===== src/rtl/sdram_wb_arbiter.sv =====
// Three-master Wishbone arbiter in front of the SDRAM controller slave port.
// Define ARB_ROUND_ROBIN_EN for rotating priority; default is fixed m0 > m1 > m2.
module sdram_wb_arbiter #(
  parameter int ADR_W      = 24,
  parameter int GAP_CYCLES = 1
) (
  input  logic                 wb_clk,
  input  logic                 wb_rst_n,
  input  logic [2:0]           m_cyc,
  input  logic [2:0]           m_stb,
  input  logic [2:0]           m_we,
  input  logic [3*ADR_W-1:0]   m_adr,
  input  logic [95:0]          m_dat_i,
  input  logic [11:0]          m_sel,
  input  logic [8:0]           m_cti,
  output logic [2:0]           m_ack,
  output logic [31:0]          m_dat_o,
  output logic                 s_cyc,
  output logic                 s_stb,
  output logic                 s_we,
  output logic [ADR_W-1:0]     s_adr,
  output logic [31:0]          s_dat_o,
  output logic [3:0]           s_sel,
  output logic [2:0]           s_cti,
  input  logic                 s_ack,
  input  logic [31:0]          s_dat_i,
  output logic [2:0]           gnt,
  output logic [1:0]           dbg_state
);

  typedef enum logic [1:0] {
    S_IDLE  = 2'd0,
    S_GRANT = 2'd1,
    S_GAP   = 2'd2
  } state_t;

  localparam logic [1:0] GAP_LOAD = (GAP_CYCLES > 0) ? 2'(GAP_CYCLES - 1) : 2'd0;

  state_t      r_state, w_next;
  logic [2:0]  r_gnt, w_gnt_nxt;
  logic [1:0]  r_gap_cnt, w_gap_nxt;
  logic [2:0]  w_req;
  logic [2:0]  w_win;
  logic        w_owner_cyc;

  assign w_req       = m_cyc & m_stb;
  assign w_owner_cyc = |(m_cyc & r_gnt);

`ifdef ARB_ROUND_ROBIN_EN
  logic [1:0] r_last;
  logic [1:0] w_win_idx;

  // Search begins just after the most recently granted master.
  always_comb begin
    w_win = 3'b000;
    case (r_last)
      2'd0: begin
        if (w_req[1]) w_win = 3'b010;
        else if (w_req[2]) w_win = 3'b100;
        else if (w_req[0]) w_win = 3'b001;
      end
      2'd1: begin
        if (w_req[2]) w_win = 3'b100;
        else if (w_req[0]) w_win = 3'b001;
        else if (w_req[1]) w_win = 3'b010;
      end
      default: begin
        if (w_req[0]) w_win = 3'b001;
        else if (w_req[1]) w_win = 3'b010;
        else if (w_req[2]) w_win = 3'b100;
      end
    endcase
  end

  always_comb begin
    w_win_idx = 2'd0;
    if (w_win[1]) w_win_idx = 2'd1;
    if (w_win[2]) w_win_idx = 2'd2;
  end

  always_ff @(posedge wb_clk) begin
    if (!wb_rst_n) begin
      r_last <= 2'd2;
    end else if (r_state == S_IDLE && |w_req) begin
      r_last <= w_win_idx;
    end
  end
`else
  always_comb begin
    w_win = 3'b000;
    if (w_req[0]) w_win = 3'b001;
    else if (w_req[1]) w_win = 3'b010;
    else if (w_req[2]) w_win = 3'b100;
  end
`endif

  always_ff @(posedge wb_clk) begin
    if (!wb_rst_n) begin
      r_state   <= S_IDLE;
      r_gnt     <= 3'b000;
      r_gap_cnt <= 2'd0;
    end else begin
      r_state   <= w_next;
      r_gnt     <= w_gnt_nxt;
      r_gap_cnt <= w_gap_nxt;
    end
  end

  // Arbitration happens only in IDLE; the owner keeps the bus until it drops cyc.
  always_comb begin
    w_next    = r_state;
    w_gnt_nxt = r_gnt;
    w_gap_nxt = r_gap_cnt;
    case (r_state)
      S_IDLE: begin
        if (|w_req) begin
          w_gnt_nxt = w_win;
          w_next    = S_GRANT;
        end
      end
      S_GRANT: begin
        if (!w_owner_cyc) begin
          w_gnt_nxt = 3'b000;
          if (GAP_CYCLES > 0) begin
            w_next    = S_GAP;
            w_gap_nxt = GAP_LOAD;
          end else begin
            w_next = S_IDLE;
          end
        end
      end
      S_GAP: begin
        if (r_gap_cnt == 2'd0) w_next = S_IDLE;
        else w_gap_nxt = r_gap_cnt - 2'd1;
      end
      default: begin
        w_next    = S_IDLE;
        w_gnt_nxt = 3'b000;
      end
    endcase
  end

  // Handshake: a beat completes on a cycle where s_cyc & s_stb & s_ack are all high;
  // the ack is steered combinationally to the owner only, so gnt=0 drops stray acks.
  always_comb begin
    s_cyc   = 1'b0;
    s_stb   = 1'b0;
    s_we    = 1'b0;
    s_adr   = '0;
    s_dat_o = 32'd0;
    s_sel   = 4'd0;
    s_cti   = 3'd0;
    if (r_state == S_GRANT) begin
      for (int i = 0; i < 3; i++) begin
        if (r_gnt[i]) begin
          s_cyc   = m_cyc[i];
          s_stb   = m_stb[i];
          s_we    = m_we[i];
          s_adr   = m_adr[i*ADR_W +: ADR_W];
          s_dat_o = m_dat_i[i*32 +: 32];
          s_sel   = m_sel[i*4 +: 4];
          s_cti   = m_cti[i*3 +: 3];
        end
      end
    end
  end

  assign m_ack     = {3{s_ack}} & r_gnt;
  assign m_dat_o   = s_dat_i;
  assign gnt       = r_gnt;
  assign dbg_state = r_state;

endmodule


===== config.mk =====
export PLATFORM = sky130hd
export DESIGN_NAME = sdram_wb_arbiter
export DESIGN_NICKNAME = d
export VERILOG_FILES = /design/src/rtl/sdram_wb_arbiter.sv
export SDC_FILE = /design/constraint.sdc
export NUM_CORES = 1
export LEC_CHECK = 0
export CAP_MARGIN = 5
export CORE_AREA = 10 10 123 125
export CTS_CLUSTER_SIZE = 30
export DETAILED_ROUTE_END_ITERATION = 10
export DIE_AREA = 0 0 133 135
export PLACE_DENSITY = 0.63
export SLEW_MARGIN = 20
export SYNTH_ARGS = -nofsm -noshare
export SYNTH_HDL_FRONTEND = slang
export SYNTH_SLANG_ARGS = --single-unit

===== constraint.sdc =====
create_clock -name wb_clk -period 4 [get_ports wb_clk]
set_input_delay 0.6 -clock wb_clk [delete_from_list [all_inputs] [get_ports wb_clk]]
set_output_delay 0.6 -clock wb_clk [all_outputs]
set_load 0.01 [all_outputs]

### After elaboration in Yosys (flattened, before gate mapping)

Cells that the tools add are included.

| storage, ports and cells | value |
|---|---|
| register bits | 7 |
| bits of input ports | 233 |

| cells by class | value |
|---|---|
| equality and inequality tests | 6 |
| add/sub/neg operators | 1 |
| bitwise operators | 4 |
| muxes and demuxes | 41 |
| reduce and logical (&&, ||, !) cells | 8 |

Operators by type and width:

| cell | count |
|---|---|
| 32-bit two-way mux | 4 |
| 24-bit two-way mux | 4 |
| 3-bit two-way mux | 9 |
| 4-bit two-way mux | 4 |
| 1-bit two-way mux | 12 |
| 2-bit two-way mux | 5 |
| 3-bit bitwise AND | 3 |
| 3-bit case mux with 3 select lines | 1 |
| 3-bit AND reduction | 3 |
| 2-bit != test (second input constant) | 4 |
| 2-bit case mux with 3 select lines | 1 |
| 3-bit OR reduction | 2 |
| 2-bit logical NOT | 2 |
| 2-bit case mux with 2 select lines | 1 |
| 2-bit by 1-bit == test with 1-bit output (second input constant) | 1 |
| 2-bit == test (second input constant) | 1 |
| 2-bit nonzero test | 1 |
| 2-bit by 1-bit subtractor with 2-bit output (second input constant) | 1 |
| 1-bit NOT | 1 |

### Logic depth before layout (Yosys ltp)

| depth | value |
|---|---|
| word-level depth | 6 |
| gate-level depth with buffers | 6 |

### Least setup slack after synthesis

Ideal clock, no wire load.

| timing path | value |
|---|---|
| kind | reg2out |
| from | reg r_gnt[1], in the netlist gnt[1] |
| to | out s_adr[0] |
| data required time | 3.400 ns |
| arrival time | 1.277 ns |
| buffers on the path | 3 |
| stages on the path, launching flop included | 7 |
| path slack | 2.123 ns |
| cell sequence | dfxtp_1 > buf_6 > nor2b_1 > buf_4 > buf_2 > a221oi_1 > nor3_1 |

| on the way | value |
|---|---|
| word-level cells in the longest chain between the ends | 3 |

RTL lines:

| what | RTL line | RTL |
|---|---|---|
| start: declaration | 40 | `logic [2:0] r_gnt, w_gnt_nxt;` |
| start signal: assignment | 104 | `r_gnt <= w_gnt_nxt;` |
| 24-bit two-way mux (2 in series) | 155 | `if (r_gnt[i]) begin` |
| 24-bit two-way mux | 153 | `if (r_state == S_GRANT) begin` |
| end: declaration | 21 | `output logic [ADR_W-1:0] s_adr,` |

Every way passes these cells.

### Final worst setup path

| timing path | value |
|---|---|
| from | reg r_gnt[0], in the netlist gnt[0] |
| to | out s_sel[3] |

| on the way | value |
|---|---|
| word-level cells in the longest chain between the ends | 4 |

RTL lines:

| what | RTL line | RTL |
|---|---|---|
| 4-bit two-way mux (3 in series) | 155 |  |
| 4-bit two-way mux | 153 |  |
| end: declaration | 23 | `output logic [3:0] s_sel,` |

Every way passes these cells.

==> qor.yml <==
synth:
  ys_warn_count: 0
  ys_seq_area_frac: 0.0708
  synth_seq_cells: 7
  syn_avg_cell_area_um2: 6.24
  yosysUniqueCellTypes: 30
  syn-num-nets: 551
  syn_inst: 317
  syn_area_mm2: 0.00198
floorplanning:
  die_h_um: 135
  rows: 41
  core_area_mm2: 0.0126
  die_width_um: 133
  die-area_mm2: 0.0180
  ios: 339
  start_util: 0.157
global_route:
  grt_max_degree: 72
  grt_usage: 0.143
  grt_pass1_vias: 3472
  antenna_found_initial: 0
  grt_first_pass_wirelength_mm: 20.9
  grt_overflow: 0
setup_path:
  cp-end-kind: "output pin"
  crit_fanout: 35
  cp.arrival_ns: 2.80
  cp_top_family: "buffers and inverters"
  cp_num_buf_inv: 2
  worstPathRequired_ns: 3.40
  slowest_stage: "nor2b_4"
  start_kind: "register"
  path_class: "register to output pin"
  crit_chain: "nor2b_4 -> buf_4 -> a221oi_1 -> nor3_1 -> clkdlybuf4s50_1"
  cpPeakStageDelay_ns: 0.67
clocking:
  clock_latency_ns: 0.23
  path_clk_slew_ns: 0.04
  cts_made_buffers: 3
  ctsHtreeMaxLevel: 1
  cts_buffer_depth: 2
  cts_root_buffer: "clkbuf_16"
  cts_tree: "built"
  ctsResizeCount: 0
  postCtsSetupBuffers: 0
  holdBufCountCts: 0
  clkSinkCount: 7
drt:
  drtIter0Drc: 268
  wl_per_cell_um: 20.3
  drc: 0
  routed_via_density: 4.82
  first_pass_iters: 4
  totalWireLength_mm: 14.3
  antenna_left: 0
  vias: 3393
pwr:
  p_clk_frac: 0.232
  sequentialPowerShare: 0.113
  leakage_nw: 1.48
  p_sw_frac: 0.322
  switchingPower_mw: 0.235
  combPwrFrac: 0.655
  internal-power_mw: 0.495
  p_per_area_mw_per_mm2: 156
  peakVddDrop_mv: 0.158
sta:
  hold_ws_ns: 0.561
  final.setup.worst_slack_ns: 0.602
  finalCritPeriodShare: 0.850
  finalSetupTns_ns: 0
  period_needed_ns: 3.40
  drv_slew: 0
  final-setup-viol-count: 0
  hold_violations: 0
  rsz0062_at_grt: "no"
  worst_pin_slew_ns: 0.776
  slew_headroom: 0.482
  clock.fmax_mhz: 294
  skew_ns: 0.000849
layout:
  area_growth_pct: 136
  layout.nets: 767
  drive_gt1_frac: 0.0282
  utilization: 0.371
  fin_cells: 704
  num_antenna_cells: 0
place:
  placed_cells_incl_taps: 700
  port_buffers: 274
  dp_hpwl_mm: 11.6
  globalplace.congestion: 0.835
  place_ws_ns: 0.839
flow_run:
  drv_cap: 0
worst_hold_path:
  worstHoldPathType: "register to register"
status:
  status: "finished, final reports clean"
## layout make-up
| cell class | count | area [um2] |
|---|---|---|
| clock buffer | 4 | 78.8 |
| multi-input combinational | 237 | 1420 |
| sequential | 7 | 143 |
| timing repair buffer | 280 | 2800 |
| fill | 1307 | 7900 |
| tap | 172 | 215 |
| inverter | 4 | 15.0 |
## registers in the layout (all words and copies together) (netlist names)
signal and flops:
dbg_state 2, gnt 3, r_gap_cnt 2
## final timing paths
path                                   start            to  slack [ns]  cells after the start
worst min register to register  r_gap_cnt[1]  r_gap_cnt[1]        0.56                      1
worst min-delay path            r_gap_cnt[1]  r_gap_cnt[1]        0.56                      1
worst max register to register  dbg_state[0]        gnt[1]        2.10                      4
worst max-delay path                  gnt[0]      s_sel[3]        0.60                      5
## through the flow
| stage | power [mW] | cell area, um2 |
|---|---|---|
| 2_1_floorplan | 0.289 | 1980 |
| 3_3_place_gp | 0.555 | 4590 |
| 3_5_place_dp | 0.560 | 4590 |
| 4_1_cts | 0.735 | 4670 |
| 5_1_grt | 0.775 | 4670 |
| 6_report | 0.729 | 4670 |
## Yosys cell counts
| cell | n | area (um2) |
|---|---|---|
| inv_1 | 3 | 11.3 |
| buf_2 | 22 | 110 |
| clkbuf_1 | 13 | 48.8 |
| dfxtp_1 | 7 | 140 |
| o2111ai_1 | 1 | 8.76 |
| a221oi_1 | 65 | 569 |
| a21oi_1 | 6 | 30.0 |
| a222oi_1 | 1 | 10.0 |
| nor3b_1 | 1 | 7.51 |
| and3b_1 | 1 | 8.76 |
| ha_1 | 1 | 12.5 |
| nand2b_1 | 2 | 12.5 |
| o2111a_1 | 1 | 11.3 |
| nand3b_1 | 1 | 7.51 |
| and2_1 | 5 | 31.3 |
| nand2_1 | 5 | 18.8 |
| inv_2 | 1 | 3.75 |
| buf_4 | 33 | 248 |
| o21ai_0 | 3 | 15.0 |
| nor2_1 | 68 | 255 |
| a31o_1 | 1 | 8.76 |
| a211oi_2 | 1 | 12.5 |
| buf_6 | 1 | 11.3 |
| nor2b_1 | 2 | 12.5 |
| o21a_1 | 1 | 7.51 |
| nor4bb_1 | 1 | 10.0 |
| a211oi_1 | 2 | 15.0 |
| a31oi_1 | 1 | 6.26 |
| o21ai_1 | 2 | 10.0 |
| nor3_1 | 65 | 325 |
## cells in the final DEF, fill, tap and decap left out, drive strengths merged, types with 2 or more instances in the layout
cell type and instances:
clkdlybuf4s50 274, nor2 68, a221oi 65, nor3 65
dfxtp 7, a21oi 6, buf 6, and2 5
nand2 5, o21ai 5, inv 4, clkbuf 4
a211oi 3, nand2b 2, nor2b 2
## power groups by stage
stage	sequential [mW]	clock, mW	combinational, mW
global route	0.0833	0.181	0.511
finish	0.0824	0.170	0.478
CTS	0.0822	0.174	0.479
detailed placement	0.0830	0	0.477
global placement	0.0830	0	0.472
floorplan	0.0827	0	0.206
## cells by family after synthesis
logic type                 synth area share
adders and majority gates           0.00632
buffers and inverters                 0.219
AOI/OAI and AO/OA                     0.356
and+or+nand+nor                       0.348
DFF                                  0.0708
## layer usage
layer | global-route usage | routed length, um | part of all wire | vias to the layer above
met2 | 0.252 | 7200 | 0.50 | 212
met5 | 0 | 0 | 0 | -
li1 | - | - | - | 1609
met3 | 0.0471 | 1380 | 0.097 | 23
met4 | 0.0300 | 260 | 0.018 | 0
met1 | 0.164 | 5430 | 0.38 | 1549
## worst reg2reg max path, stage by stage (launching register included)
cell	delay, ns
dfxtp_1	0.51
nand2b_2	0.47
buf_12	0.37
o21a_1	0.28
a211oi_1	0.19
Power figures use the tool's default switching activity.
